File: config.mk
export PLATFORM = sky130hd
export DESIGN_NAME = tile_spawner_flat
export DESIGN_NICKNAME = d
export VERILOG_FILES = /design/src/rtl/tile_spawner_pkg.sv /design/src/rtl/tile_spawner_if.sv /design/src/rtl/tile_spawner_board_cell_sel.sv /design/src/rtl/tile_spawner.sv /design/src/flat_wrapper.sv
export SDC_FILE = /design/constraint.sdc
export NUM_CORES = 1
export LEC_CHECK = 0
export ABC_AREA = 1
export CAP_MARGIN = 20
export CORE_MARGIN = 2
export CORE_UTILIZATION = 37
export DETAILED_ROUTE_END_ITERATION = 8
export PLACE_DENSITY = 0.79
export SYNTH_ARGS = -nofsm -noshare
export SYNTH_HDL_FRONTEND = slang
export SYNTH_SLANG_ARGS = --single-unit
File: constraint.sdc
create_clock -name clk -period 2 [get_ports clk]
set_input_delay 0.2 -clock clk [delete_from_list [all_inputs] [get_ports clk]]
set_output_delay 0.2 -clock clk [all_outputs]
set_load 0.05 [all_outputs]
File: src/rtl/tile_spawner_pkg.sv
// Shared game definitions for the 4x4 board: cell geometry, tile codes and
// the spawner FSM encoding.
package tile_spawner_pkg;

    localparam int N_CELLS = 16;
    localparam int CELL_W  = 4;
    localparam int IDX_W   = 4;
    localparam int BOARD_W = N_CELLS * CELL_W;

    typedef logic [IDX_W-1:0]  idx_t;
    typedef logic [CELL_W-1:0] cell_t;

    localparam cell_t CELL_EMPTY    = 4'd0;
    localparam cell_t TWO_CODE_DEF  = 4'd1;
    localparam cell_t FOUR_CODE_DEF = 4'd2;
    localparam idx_t  LAST_CNT      = 4'd15;

    typedef enum logic [1:0] {
        ST_IDLE  = 2'd0,
        ST_SCAN  = 2'd1,
        ST_WRITE = 2'd2,
        ST_DONE  = 2'd3
    } state_t;

endpackage

File: src/rtl/tile_spawner_if.sv
// Request/board/write-port bundle between the game controller (master) and
// the tile spawner (slave).
interface tile_spawner_if;
    import tile_spawner_pkg::*;

    logic               i_start;
    idx_t               i_rand;
    logic               i_two_or_four;
    logic [BOARD_W-1:0] i_board;
    logic               o_busy;
    logic               o_wr_en;
    idx_t               o_wr_addr;
    cell_t              o_wr_val;
    logic               o_done;
    logic               o_full;

    modport master (
        output i_start, i_rand, i_two_or_four, i_board,
        input  o_busy, o_wr_en, o_wr_addr, o_wr_val, o_done, o_full
    );

    modport slave (
        input  i_start, i_rand, i_two_or_four, i_board,
        output o_busy, o_wr_en, o_wr_addr, o_wr_val, o_done, o_full
    );

endinterface

File: src/rtl/tile_spawner_board_cell_sel.sv
// Combinational 16:1 selector returning the 4-bit cell at a given index of
// the packed board vector.
module board_cell_sel
    import tile_spawner_pkg::*;
(
    input  logic [BOARD_W-1:0] i_board,
    input  idx_t               i_idx,
    output cell_t              o_cell
);

    cell_t w_cells [N_CELLS];

    for (genvar g = 0; g < N_CELLS; g++) begin : g_cell
        assign w_cells[g] = i_board[g*CELL_W +: CELL_W];
    end

    assign o_cell = w_cells[i_idx];

endmodule

File: src/rtl/tile_spawner.sv
// Places a new 2/4 tile in the first empty cell at or after a random index,
// wrapping around the board; reports "full" when no empty cell exists.
module tile_spawner
    import tile_spawner_pkg::*;
#(
    parameter cell_t TWO_CODE  = TWO_CODE_DEF,
    parameter cell_t FOUR_CODE = FOUR_CODE_DEF
) (
    input  logic           clk,
    input  logic           rst,    // asynchronous, active low
    tile_spawner_if.slave  bus
);

    state_t r_state;
    state_t w_state_nxt;
    idx_t   r_idx;
    idx_t   r_cnt;
    cell_t  r_val;
    logic   r_full;
    idx_t   r_wr_addr;
    cell_t  r_wr_val;
    cell_t  w_cell;
    logic   w_cell_empty;

    board_cell_sel u_cell_sel (
        .i_board (bus.i_board),
        .i_idx   (r_idx),
        .o_cell  (w_cell)
    );

    assign w_cell_empty = (w_cell == CELL_EMPTY);

    always_ff @(posedge clk or negedge rst) begin
        if (!rst) r_state <= ST_IDLE;
        else      r_state <= w_state_nxt;
    end

    // NOTE: the default assignment comes first so every path drives
    // w_state_nxt; a missing branch would otherwise infer a latch.
    always_comb begin
        w_state_nxt = r_state;
        case (r_state)
            ST_IDLE:  if (bus.i_start) w_state_nxt = ST_SCAN;
            ST_SCAN: begin
                if (w_cell_empty)            w_state_nxt = ST_WRITE;
                else if (r_cnt == LAST_CNT)  w_state_nxt = ST_DONE;
            end
            ST_WRITE: w_state_nxt = ST_DONE;
            ST_DONE:  w_state_nxt = ST_IDLE;
            default:  w_state_nxt = ST_IDLE;
        endcase
    end

    // NOTE: all state here updates with non-blocking assignments so every
    // register sees the pre-edge values of its neighbours.
    always_ff @(posedge clk or negedge rst) begin
        if (!rst) begin
            r_idx     <= '0;
            r_cnt     <= '0;
            r_val     <= '0;
            r_full    <= 1'b0;
            r_wr_addr <= '0;
            r_wr_val  <= '0;
        end else begin
            case (r_state)
                ST_IDLE: begin
                    // full stays visible to the controller until the next request
                    if (bus.i_start) begin
                        r_idx  <= bus.i_rand;
                        r_val  <= bus.i_two_or_four ? TWO_CODE : FOUR_CODE;
                        r_cnt  <= '0;
                        r_full <= 1'b0;
                    end
                end
                ST_SCAN: begin
                    if (w_cell_empty) begin
                        r_wr_addr <= r_idx;
                        r_wr_val  <= r_val;
                    end else begin
                        r_idx <= r_idx + 4'd1;
                        r_cnt <= r_cnt + 4'd1;
                        if (r_cnt == LAST_CNT) r_full <= 1'b1;
                    end
                end
                default: ;
            endcase
        end
    end

    assign bus.o_busy    = (r_state != ST_IDLE);
    assign bus.o_wr_en   = (r_state == ST_WRITE);
    assign bus.o_done    = (r_state == ST_DONE);
    assign bus.o_full    = r_full;
    assign bus.o_wr_addr = r_wr_addr;
    assign bus.o_wr_val  = r_wr_val;

endmodule

File: src/flat_wrapper.sv
// flat-port wrapper written by rule: the top's interface ports become plain ports
module tile_spawner_flat import tile_spawner_pkg::*;
#(
    parameter cell_t TWO_CODE  = TWO_CODE_DEF,
    parameter cell_t FOUR_CODE = FOUR_CODE_DEF
)
  (clk, rst, bus_i_start, bus_i_rand, bus_i_two_or_four, bus_i_board, bus_o_busy, bus_o_wr_en, bus_o_wr_addr, bus_o_wr_val, bus_o_done, bus_o_full);
  tile_spawner_if bus_i ();
  input  logic clk;
  input  logic rst;
  input wire logic [$bits(bus_i.i_start)-1:0] bus_i_start;
  input wire logic [$bits(bus_i.i_rand)-1:0] bus_i_rand;
  input wire logic [$bits(bus_i.i_two_or_four)-1:0] bus_i_two_or_four;
  input wire logic [$bits(bus_i.i_board)-1:0] bus_i_board;
  output wire logic [$bits(bus_i.o_busy)-1:0] bus_o_busy;
  output wire logic [$bits(bus_i.o_wr_en)-1:0] bus_o_wr_en;
  output wire logic [$bits(bus_i.o_wr_addr)-1:0] bus_o_wr_addr;
  output wire logic [$bits(bus_i.o_wr_val)-1:0] bus_o_wr_val;
  output wire logic [$bits(bus_i.o_done)-1:0] bus_o_done;
  output wire logic [$bits(bus_i.o_full)-1:0] bus_o_full;
  assign bus_i.i_start = bus_i_start;
  assign bus_i.i_rand = bus_i_rand;
  assign bus_i.i_two_or_four = bus_i_two_or_four;
  assign bus_i.i_board = bus_i_board;
  assign bus_o_busy = bus_i.o_busy;
  assign bus_o_wr_en = bus_i.o_wr_en;
  assign bus_o_wr_addr = bus_i.o_wr_addr;
  assign bus_o_wr_val = bus_i.o_wr_val;
  assign bus_o_done = bus_i.o_done;
  assign bus_o_full = bus_i.o_full;
  tile_spawner #(.TWO_CODE(TWO_CODE), .FOUR_CODE(FOUR_CODE)) u_core (.clk(clk), .rst(rst), .bus(bus_i));
endmodule
### Word-level counts from Yosys, hierarchy flattened

Index checks and enable logic that the tools add are counted.
W data, S select, Z words.

* flip-flop bits (word level): 23
* latch bits: 0
* bits in writable memories: 0
* memory bits (read-only): 0
* bits of input ports: 72
* word-level logic and storage cells: 46
* memories: 0

* add/sub/neg operators: 2
* multiply operators: 0
* divide/modulo/power cells: 0
* magnitude comparators: 1
* equality and inequality tests: 8
* shift-type cells: 0
* multiplexer cells: 18
* bitwise operators: 1
* reduce and logical (&&, ||, !) cells: 9

Operators by type and width (number)
* $mux W4: 6
* $bmux W4 S4: 1
* $pmux W4 S2: 2
* $add A4 B1 Y4 const B: 2
* $mux W2: 4
* $pmux W2 S4: 1
* $reduce_and A2 Y1: 3
* $ge A5 B5 Y1 const B: 1
* $not A4 Y5: 1
* $eq A2 B2 Y1 const B: 2
* $eq A4 B4 Y1 const B: 1
* $logic_not A4 Y1: 1
* $ne A2 B2 Y1 const B: 2
* $reduce_and A4 Y1: 1
* $reduce_bool A2 Y1: 2
* $mux W1: 3
* $ne A3 B1 Y1 const B: 1
* $reduce_and A3 Y1: 1
* $eq A2 B1 Y1 const B: 1
* $logic_not A2 Y1: 1
* $ne A2 B1 Y1 const B: 1
* $pmux W1 S2: 1

### Depth between registers and ports, before layout

* depth in word-level cells: 7
* mapped depth: 15
* gate-level depth less buffers: 13

### Modules after synthesis

Synthesis repeated with hierarchy kept, for this count alone.

* cell total of the unflattened synthesis: 322
* area, all modules: 1904.3 um^2

Modules (own cells, without submodules)
* tile_spawner: times used 1, cells each 127, area an instance 1049.8 um^2, seq. area each 475.5 um^2
* board_cell_sel: times used 1, cells each 195, area an instance 854.6 um^2, seq. area each 0.0 um^2

### Least setup slack after synthesis

OpenSTA, ideal clock, no wires.

* path kind: register to register
* start point: register u_core.r_state[1]
* end point: register u_core.r_idx[2]
* arrival: 1.472 ns
* data required time: 1.876 ns
* setup slack: 0.404 ns
* stages on the path, launching flop included: 9
* path buffers: 1
* cell sequence: dfrtp_1 -> inv_1 -> ha_1 -> inv_1 -> o21ai_1 -> nand2_4 -> buf_6 -> nand2_1 -> o21ai_1

* word-level cells in the longest chain between the ends: 3
* elaborated cells on any way between the ends: 7
* classes of those cells: eq/ne (3); mux (1); reduce/logical (3)

Ends and longest elaborated chain
* from (decl): line tile_spawner.sv:14 `state_t r_state;`
* from (signal assigned): line tile_spawner.sv:35 `else r_state <= w_state_nxt;`
* $eq A2 B1 Y1 / $logic_not A2 Y1 (equally long branches): line tile_spawner.sv:65 `case (r_state)`
* $ne A2 B2 Y1 (no source line) / $reduce_bool A2 Y1 (equally long branches)
* $reduce_and A3 Y1 (no source line)
* to (signal assigned): line tile_spawner.sv:69 `r_idx <= bus.i_rand;`
* to (signal assigned): line tile_spawner.sv:80 `r_idx <= r_idx + 4'd1;`
* to (decl): line tile_spawner.sv:16 `idx_t r_idx;`

Several ways; a longest one is shown, not always the timed one.
A chain may end at the register's enable or synchronous reset.

### Final worst setup path

* start point: register u_core.r_state[0]
* end point: output port bus_o_done

* word-level cells in the longest chain between the ends: 1

Ends and longest elaborated chain
* $eq A2 B2 Y1: line tile_spawner.sv:92 `assign bus.o_done = (r_state == ST_DONE);`
* to (decl): line flat_wrapper.sv:19 `output wire logic [$bits(bus_i.o_done)-1:0] bus_o_done;`

No other way between the ends.

==> results_dict.tcl <==
set metrics [dict create \
    grt_usage_pct 20.0 \
    total_power_mw 2.58 \
    slowest_stage "clkdlybuf4s50_1" \
    portBuffers 81 \
    cp_slowest_stage_delay_ns 0.79 \
    rsz0062_at_grt "false" \
    period_share_pct 91.8 \
    dieArea_um2 4210 \
    worst_ep_required_time_ns 1.80 \
    slew_viol_final 0 \
    die_x_um 64.9 \
    initial_core_util_pct 38.0 \
    synth_top_area_cell "dfrtp_1" \
    clk_pin_slew_ns 0.07 \
    synth-async-reset-ratio_pct 100 \
    ir_drop_uv 572 \
    netlist_instances 199 \
    ctsResizeCount 0 \
    synth_ff_type "dfrtp_1" \
    placed_cells 325 \
    worst_pin_slew_ns 0.509 \
    fin_skew_ns 0.00165 \
    syn_area_um2 1370 \
    routed_wl_mm 3.92 \
    power_per_cell_area_nw_per_um2 1140 \
    syn_area_per_cell_um2 6.89 \
    nNetsFinal 361 \
    dp_slack_ns 0.148 \
    worstPathArrival_ns 1.64 \
    clock_path_buffers 2 \
    path_cells "ha_1 > clkdlybuf4s50_1" \
    postLayoutSetupSlackWorst_ns 0.163 \
    synth_sequential_area_ratio_pct 34.7 \
    rows 22 \
    io_pins 84 \
    fin_crit_ns 1.84 \
    core_area_um2 3610 \
    status "completed" \
    synth_top_area_share_pct 34.7 \
    antenna_found_initial 0 \
    fmax_mhz 544 \
    layout-drive-gt1-share_pct 7.47 \
    cts_buffers 3 \
    maxCapViolations 0 \
    power.net_switching_mw 1.28 \
    drtPass1Iterations 5 \
    h-tree-depth 1 \
    die_y_um 64.9 \
    ant_nets 0 \
    ys_seq_elements 19 \
    grt.overflow.total 0 \
    final-setup-viol-count 0 \
    drt_iter0_drc 46 \
    fin_tns_setup_ns 0 \
    hold_class "in2async" \
    startpoint "u_core.r_state[0]" \
    endpoint_kind "output pin" \
    critical_path.startpoint_type "flop" \
    grt_pass1_wl_mm 6.61 \
    worst-setup-path-type "reg2out" \
    post_cts_buffers 0 \
    avgViaCountPerCell 4.65 \
    hold_viol_final 0 \
    finalNonFillerCells 329 \
    diodes 0 \
    clock-sinks 19 \
    r2r-start "u_core.r_idx[0]" \
    synthTopCellsByArea "dfrtp_1, nand2_1, nor2_1" \
    slew_headroom_pct 65.9 \
    cts_tree "done" \
    root_buffer "clkbuf_8" \
    grt_max_degree 20 \
    leakage_nw 1.03 \
    synth_cell_type_count 27 \
    gp_congestion 0.822 \
    p_seq_share_pct 27.4 \
    power_frac_comb_pct 62.3 \
    critical_path.max_fanout 5 \
    vias 1531 \
    worstSkewPairLatency_ns 0.26 \
    yosysWarnings 0 \
    synth_edf_count 0 \
    cts_hold_buffers 0 \
    swShare_pct 49.6 \
    syn_to_final_growth_pct 64.6 \
    p_int_mw 1.30 \
    dp_hpwl_mm 3.30 \
    clockPowerShare_pct 10.3 \
    first_global_vias 1480 \
    routedWlPerCell_um 11.9 \
    drc 0 \
]
flip-flops by register name, summed over array words and instances (netlist names):
register,count
u_core.r_idx,4
u_core.r_cnt,4
u_core.r_val,2
u_core.r_state,2
u_core.bus.o_wr_addr,4
u_core.bus.o_full,1
u_core.bus.o_wr_val,2
power by group through the flow:
stage               combinational [mW]  clock [mW]  sequential [mW]
finish                            1.61       0.265            0.706
global route                      1.78       0.292            0.727
detailed placement                1.61           0            0.709
global placement                  1.57           0            0.703
CTS                               1.61       0.269            0.703
floorplan                         1.02           0            0.841
synthesized netlist by cell type (2+ instances only):
master,instances
buf_4,4
dfrtp_1,19
ha_1,7
inv_1,12
inv_2,4
nand2_1,56
nand2_4,2
nand3_1,16
nand3b_1,6
nand4_1,2
nor2_1,36
o21ai_0,3
o21ai_1,15
or2_2,4
metal layers:
metal	global-route usage (%)	routed length (um)	part of all wire [%]	up-vias
met1	23.9	1600	41	662
li1	-	-	-	799
met2	35.1	1950	50	62
met5	0	0	0	-
met3	5.03	292	7.4	8
met4	6.12	81	2.1	0
cells in the final DEF (no fill, tap or decap):
cell type / Yosys / final
clkdlybuf4s50_1: 0 / 79
nand2_1: 56 / 56
nor2_1: 36 / 36
dfrtp_1: 19 / 18
nand3_1: 16 / 16
o21ai_1: 15 / 15
inv_1: 12 / 12
ha_1: 7 / 7
nand3b_1: 6 / 6
or2_2: 4 / 4
inv_2: 4 / 4
buf_4: 4 / 4
o21ai_0: 3 / 3
clkbuf_8: 0 / 3
nand2_4: 2 / 2
nand4_1: 2 / 2
conb_1: 1 / 2
a21oi_1: 1 / 1
a22oi_1: 1 / 1
nor2_4: 1 / 1
nor3_1: 1 / 1
nand3_2: 1 / 1
nand2_2: 1 / 1
mux2i_1: 1 / 1
o21a_1: 1 / 1
o21bai_1: 1 / 1
xor2_1: 1 / 1
clkbuf_1: 1 / 1
dfrtp_2: 0 / 1
kinds of logic after synthesis:
logic type	count (synthesis)	synth area share, %
AOI/OAI and AO/OA	22	8.58
xor gates and xnor gates	1	0.639
adders and majority gates	7	6.39
buffers and inverters	22	7.66
DFF	19	34.7
muxes	1	0.730
other	1	0.273
and+or+nand+nor	126	41.1
worst max-delay path, delay by kind of cell (launching register included):
family / cells / cell delay (ns)
buf+inv: 1 / 0.79
flops: 1 / 0.42
fa+ha+maj: 1 / 0.17
cell type report:
class	instances	area, um^2
multi-input cells	159	795
flip-flops and latches	19	477
fillers	341	1350
inverters	16	60.1
repair buffers	83	821
clock buffers	4	45.0
well taps	48	60.1
worst paths after layout:
kind	endpoint	slack, ns	cells after the start
setup / recovery	bus_o_done	0.16	2
hold / removal	u_core.bus.o_wr_addr[2]	0.28	2
setup reg to reg	u_core.r_idx[1]	0.26	13
hold reg to reg	u_core.bus.o_wr_val[1]	0.49	2
max in group asynchronous	u_core.r_idx[0]	1.51	2
min in group clk	u_core.bus.o_wr_val[1]	0.49	2
stage by stage:
stage          util (%)  hold WS (ns)  instance area, um^2
6_report           62.6         0.279                 2260
3_5_place_dp       61.3         0.482                 2210
5_1_grt            62.6         0.310                 2260
4_1_cts            62.6         0.288                 2260
3_3_place_gp       61.3         0.469                 2210
2_1_floorplan         -       -0.0956                 1380
No activity file was read; power rests on OpenSTA's default activity.
